File: src/rtl/alu_pkg.sv
// alu_pkg: opcode encodings shared by the existing ALU and alu_cmd_engine.
package alu_pkg;
    localparam logic [2:0] OP_ADD = 3'b000;
    localparam logic [2:0] OP_SUB = 3'b001;
    localparam logic [2:0] OP_AND = 3'b010;
    localparam logic [2:0] OP_OR  = 3'b011;
    localparam logic [2:0] OP_XOR = 3'b100;
    localparam logic [2:0] OP_SHL = 3'b101;
    localparam logic [2:0] OP_SHR = 3'b110;
    localparam logic [2:0] OP_NOT = 3'b111;
endpackage

File: src/rtl/alu_rsp_fifo.sv
// alu_rsp_fifo: synchronous response FIFO, DEPTH entries (power of two) of DW bits.
//   push_i/wdata_i : write, ignored when full (ready_o=0)
//   pop_i          : read, ignored when empty (valid_o=0)
//   valid_o        : occupancy > 0; rdata_o is the head entry, zero when empty
//   ready_o        : occupancy < DEPTH, from registered state only
module alu_rsp_fifo #(
    parameter int DW    = 34,
    parameter int DEPTH = 2
) (
    input  logic          clk,
    input  logic          rst_n,
    input  logic          push_i,
    input  logic [DW-1:0] wdata_i,
    input  logic          pop_i,
    output logic          valid_o,
    output logic          ready_o,
    output logic [DW-1:0] rdata_o
);
    localparam int AW = $clog2(DEPTH);
    localparam logic [AW:0] FULL = (AW+1)'(DEPTH);
    logic [DW-1:0] mem_q [DEPTH];
    logic [AW-1:0] wr_q, rd_q;
    logic [AW:0]   cnt_q, cnt_d;
    logic          do_push, do_pop;
    assign valid_o = cnt_q != '0;
    assign ready_o = cnt_q < FULL;
    assign do_push = push_i && ready_o;
    assign do_pop  = pop_i && valid_o;
    assign rdata_o = valid_o ? mem_q[rd_q] : '0;
    always_comb begin
        cnt_d = cnt_q;
        if (do_push && !do_pop) cnt_d = cnt_q + 1'b1;
        if (do_pop && !do_push) cnt_d = cnt_q - 1'b1;
    end
    // Pointers wrap naturally because DEPTH is a power of two.
    always_ff @(posedge clk or negedge rst_n) begin
        if (!rst_n) begin
            wr_q  <= '0;
            rd_q  <= '0;
            cnt_q <= '0;
        end else begin
            if (do_push) wr_q <= wr_q + 1'b1;
            if (do_pop) rd_q <= rd_q + 1'b1;
            cnt_q <= cnt_d;
        end
    end
    // Storage needs no reset: rdata_o is masked whenever the FIFO is empty.
    always_ff @(posedge clk) begin
        if (do_push) mem_q[wr_q] <= wdata_i;
    end
endmodule

File: src/rtl/alu_cmd_engine.sv
// alu_cmd_engine: accumulator ALU with a command handshake and buffered responses.
//   cmd_valid/cmd_ready : command handshake; cmd_op, cmd_a, cmd_b, cmd_use_acc
//   rsp_valid/rsp_ready : response handshake; rsp_result, rsp_carry, rsp_zero
//   acc                 : accumulator, loaded with every accepted result
//   op_count            : pop counter (saturating), only with ALU_CMD_ENGINE_STATS_EN
module alu_cmd_engine
    import alu_pkg::*;
#(
    parameter int WIDTH = 32,
    parameter int DEPTH = 2
) (
    input  logic             clk,
    input  logic             rst_n,
    input  logic             cmd_valid,
    output logic             cmd_ready,
    input  logic [2:0]       cmd_op,
    input  logic [WIDTH-1:0] cmd_a,
    input  logic [WIDTH-1:0] cmd_b,
    input  logic             cmd_use_acc,
    output logic             rsp_valid,
    input  logic             rsp_ready,
    output logic [WIDTH-1:0] rsp_result,
    output logic             rsp_carry,
    output logic             rsp_zero,
    output logic [WIDTH-1:0] acc
`ifdef ALU_CMD_ENGINE_STATS_EN
    ,
    output logic [15:0]      op_count
`endif
);
    logic [WIDTH-1:0] acc_q, acc_d, opa, res;
    logic [WIDTH:0]   ext;
    logic             push, carry, zero;
    assign opa = cmd_use_acc ? acc_q : cmd_a;
    // ext carries {carry,result}; only add/sub can set the top bit.
    always_comb begin
        ext = '0;
        case (cmd_op)
            OP_ADD:  ext = {1'b0, opa} + {1'b0, cmd_b};
            OP_SUB:  ext = {1'b0, opa} - {1'b0, cmd_b};
            OP_AND:  ext = {1'b0, opa & cmd_b};
            OP_OR:   ext = {1'b0, opa | cmd_b};
            OP_XOR:  ext = {1'b0, opa ^ cmd_b};
            OP_SHL:  ext = {1'b0, opa[WIDTH-2:0], 1'b0};
            OP_SHR:  ext = {2'b00, opa[WIDTH-1:1]};
            default: ext = {1'b0, ~opa};
        endcase
    end
    assign res   = ext[WIDTH-1:0];
    assign carry = ext[WIDTH];
    assign zero  = ~|res;
    assign push  = cmd_valid && cmd_ready;
    assign acc_d = push ? res : acc_q;
    assign acc   = acc_q;
    always_ff @(posedge clk or negedge rst_n) begin
        if (!rst_n) acc_q <= '0;
        else acc_q <= acc_d;
    end
    alu_rsp_fifo #(.DW(WIDTH + 2), .DEPTH(DEPTH)) u_fifo (
        .clk     (clk),
        .rst_n   (rst_n),
        .push_i  (push),
        .wdata_i ({res, carry, zero}),
        .pop_i   (rsp_ready),
        .valid_o (rsp_valid),
        .ready_o (cmd_ready),
        .rdata_o ({rsp_result, rsp_carry, rsp_zero})
    );
`ifdef ALU_CMD_ENGINE_STATS_EN
    logic [15:0] cnt_q, cnt_d;
    assign cnt_d    = (rsp_valid && rsp_ready && cnt_q != 16'hFFFF) ? cnt_q + 16'd1 : cnt_q;
    assign op_count = cnt_q;
    always_ff @(posedge clk or negedge rst_n) begin
        if (!rst_n) cnt_q <= '0;
        else cnt_q <= cnt_d;
    end
`endif
endmodule

File: config.mk
export PLATFORM = sky130hd
export DESIGN_NAME = alu_cmd_engine
export DESIGN_NICKNAME = d
export VERILOG_FILES = /design/src/rtl/alu_pkg.sv /design/src/rtl/alu_rsp_fifo.sv /design/src/rtl/alu_cmd_engine.sv
export SDC_FILE = /design/constraint.sdc
export NUM_CORES = 1
export LEC_CHECK = 0
export CELL_PAD_IN_SITES_DETAIL_PLACEMENT = 0
export CELL_PAD_IN_SITES_GLOBAL_PLACEMENT = 2
export CORE_UTILIZATION = 35
export CTS_BUF_LIST = sky130_fd_sc_hd__clkbuf_8
export CTS_CLUSTER_SIZE = 40
export DETAILED_ROUTE_END_ITERATION = 8
export GPL_TIMING_DRIVEN = 1
export HOLD_SLACK_MARGIN = 0.06
export PLACE_DENSITY_LB_ADDON = 0.1
export SKIP_CTS_REPAIR_TIMING = 1
export SYNTH_ARGS = -nofsm -noshare
export SYNTH_HDL_FRONTEND = slang
export SYNTH_SLANG_ARGS = --single-unit
File: constraint.sdc
create_clock -name clk -period 4.55 [get_ports clk]
set_clock_uncertainty 0.05 [all_clocks]
set_input_delay 0.6825 -clock clk [delete_from_list [all_inputs] [get_ports clk]]
set_output_delay 0.6825 -clock clk [all_outputs]
set_load 0.1 [all_outputs]
==> metrics.md <==
| Metric | Value |
|---|---|
| CP Data Arrival Time | ~5000 ps |
| Hold/Removal Path Class | primary input to asynchronous set/reset pin |
| Status | complete, but fails checks |
| Setup ws final | -240 ps |
| Critical path class | primary input to register |
| Clk buf depth | 2 |
| Gr ovfl total | 0 |
| 1st-pass router iterations | 5 |
| Clk root buf | clkbuf_8 |
| Pwr/cell area | around 650 nW/µm² |
| Placed cell areas | between 10000 and 15000 µm² |
| Final period utilization | 1.05 |
| Final core occ | 0.511 |
| Lkg Pwr | 6.11 nW |
| DR top layer | met4 |
| Synthesis-stage register bit count | 104 |
| Post-synthesis net count | 1263 |
| Area occupied by multi-input gates | 6540 µm² |
| Die height | ~170 µm |
| Cells after Synth | 1091 |
| Register area | about 2900 µm² |
| DP Wirelength | ~28 mm |
| FP Rows | 60 |
| Synth cell count leaders | ha_1 (99), nor2_1 (95), inv_1 (84), nand2_1 (84), a21oi_1 (69) |
| Violated checks | negative setup slack |
| FILL cells | between 2000 and 3000 |
| Synthesized area | a little under 10000 µm² |
| Number of synthesized flops with an enable pin | 68 |
| Buffers on Ports | approximately 140 |
| Worst slew pin tran | roughly 1000 ps |
| Number of DRC markers in iteration 0 | around 790 |
| Routability cong. | slightly below 0.9 |
| First-pass GRT wire length | between 50 and 60 mm |
| Crit. End Element | register |
| Mean area per synthesized cell | between 8 and 9 µm² |
| Largest net degree at the start of global routing | 55 |
| WL/cell | a little under 20 µm |
| Final setup fails | 9 |
| DRC viols | 0 |
| Initial antenna violation count | 0 |
| Hold Vio Cnt, Final | 0 |
| Final ANT Viol Nets | 0 |
| Metal3 WL | 2.10 mm |
| CTS H-tree depth | 3 |
| Rel. slew slack | 0.305 |
| Seq/Total Area, Yosys | 0.301 |
| Length of routed met2 wiring | around 14 mm |
| CTS tree | done |
| CP required | about 4700 ps |
| Setup TNS | -946 ps |
| Peak supply drop | roughly 0.00026 V |
| Slew Viols, Final | 0 |
| Critical Path Fanout Max | 6 |
| CP Launch Type | primary input |
| Min cycle time layout | 4790 ps |
| Core area | 27200 µm² |
| Vias per cell | 5.19 |
| Synth top area share | 0.209 |
| Num CTS Buffers | 9 |
| Worst skew pair latency | 360 ps |
| Synth unique cells | 94 |
| Highest Clock Rate | about 210 MHz |
| Nets | approximately 1600 |
| Top Ports | 140 |
| Layout cells sized above 1 | 0.284 |
| Die area | roughly 29000 µm² |
| Antenna Cells | 0 |
| Max Cap Viol | 0 |
| Clock Pin Slew Worst Setup and Hold Paths | approximately 100 ps |
| CTS sink count | between 100 and 150 |
| Routed via count | 9464 |
| Yosys top cell by area | edfxtp_1 |
| Met1 wire length | 18.4 mm |
| GR Util All Layers | 0.243 |
| Ys async rst share | 0.346 |
| Syn-to-layout area delta | 42.1% |
| Synth warn | 0 |
| Total wire length | between 30 and 40 mm |
| Ys flop type | edfxtp_1 |
| Cell area after layout | 13900 µm² |
| Number of global-route vias before repair | 9028 |
| Initial Util | 0.360 |
| RSZ-0062 raised after global routing | yes |
| Area contributors post-synth | edfxtp_1 (21%), ha_1 (13%), dfrtp_1 (9.2%) |
| Top-count cell post-synth | ha_1 |
| DIE WIDTH | around 170 µm |
-- worst max-delay path: stages --
cell and delay (ps):
buf_6 90, or4_4 570, nor2_4 120, nand2_2 70
nor4_1 220, buf_4 160, and4_4 270, a41oi_1 140
xnor2_1 160, ha_1 330, a21o_1 210, a31o_2 220
o211ai_1 190, and2_1 180, a31oi_1 100, a311oi_2 310
buf_4 180, o21ai_4 50, nor4_2 220, nand4b_1 130
nor4_2 290
-- routing by layer --
layer | up-vias | GRT usage
met5 | - | 0
met4 | 0 | 0.0458
met3 | 18 | 0.0283
li1 | 4690 | -
met2 | 285 | 0.349
met1 | 4471 | 0.386
-- flip-flops by register name, indices dropped and copies added (netlist names) --
signal        flops
u_fifo.cnt_q      2
u_fifo.mem_q     68
acc              32
u_fifo.wr_q       1
u_fifo.rd_q       1
-- final cells by class --
cell class,count,area share
clock buffer,10,0.00991
clock inverter,6,0.00487
inverter,88,0.0238
multi-input combinational,835,0.471
sequential,104,0.212
tap,372,0.0335
timing repair buffer,407,0.245
-- through the flow --
| stage | hold slack (ps) | total power, mW | cells | setup slack (ps) |
|---|---|---|---|---|
| 6_report | 375 | 8.98 | 1822 | -240 |
| 5_1_grt | 429 | 9.46 | 1822 | -433 |
| 4_1_cts | 397 | 8.84 | 1814 | -700 |
| 3_5_place_dp | 461 | 8.25 | 1798 | -1070 |
| 3_3_place_gp | 464 | 8.22 | 1798 | -1020 |
| 2_1_floorplan | 337 | 6.00 | 1091 | -106 |
-- report_power, final --
part           total [mW]  internal, mW  switching [mW]  leakage (nW)
Combinational        6.80          2.29            4.51          4.95
Sequential           1.60          1.36           0.240          1.06
Clock               0.575         0.272           0.302         0.105
-- path summary, 6_finish.rpt --
path,endpoint,from,cells past startpoint,slack (ps)
setup reg to reg,u_fifo.mem_q[1][0]$_DFFE_PP_,acc[6]$_DFFE_PN0P_,15,570
min in group clk,acc[7]$_DFFE_PN0P_,acc[7]$_DFFE_PN0P_,2,480
max in group asynchronous,u_fifo.rd_q$_DFFE_PN0P_,rst_n,1,3460
hold / removal,acc[3]$_DFFE_PN0P_,rst_n,1,380
hold reg to reg,acc[7]$_DFFE_PN0P_,acc[7]$_DFFE_PN0P_,2,480
setup / recovery,u_fifo.mem_q[1][0]$_DFFE_PP_,cmd_b[6],21,-240
-- layout by cell type, fill, tap and decap left out, types with 6 or more instances in the layout --
| cell | instances |
|---|---|
| nor2_1 | 89 |
| o22ai_1 | 10 |
| nand2_1 | 81 |
| a22oi_1 | 6 |
| o221ai_1 | 7 |
| edfxtp_1 | 68 |
| nand3_1 | 14 |
| mux2_2 | 23 |
| o211ai_1 | 19 |
| o21ai_0 | 60 |
| nor2b_1 | 9 |
| inv_1 | 83 |
| dfrtp_1 | 35 |
| a31oi_1 | 12 |
| and3_1 | 7 |
| ha_1 | 94 |
| xnor2_1 | 48 |
| a21o_1 | 8 |
| nand2b_1 | 8 |
| clkbuf_8 | 10 |
| a21oi_1 | 60 |
| nand4_1 | 10 |
| o2111ai_1 | 7 |
| mux2i_1 | 59 |
| clkdlybuf4s50_1 | 122 |
| a221oi_1 | 8 |
| buf_4 | 270 |
| o21a_1 | 9 |
| a211oi_1 | 8 |
| nor3_1 | 9 |
| a211o_1 | 6 |
| a21oi_2 | 9 |
-- kinds of logic (layout without fill, tap and decap cells) --
kind of cell	after synthesis	after routing	synth area share
AOI/OAI and AO/OA	306	306	0.218
xor gates and xnor gates	53	53	0.0475
adders and majority gates	100	100	0.129
buffers and inverters	152	511	0.0647
DFF	104	104	0.301
muxes	89	89	0.0978
and+or+nand+nor	287	287	0.142
Note: power is estimated with default switching activity, not from simulation.
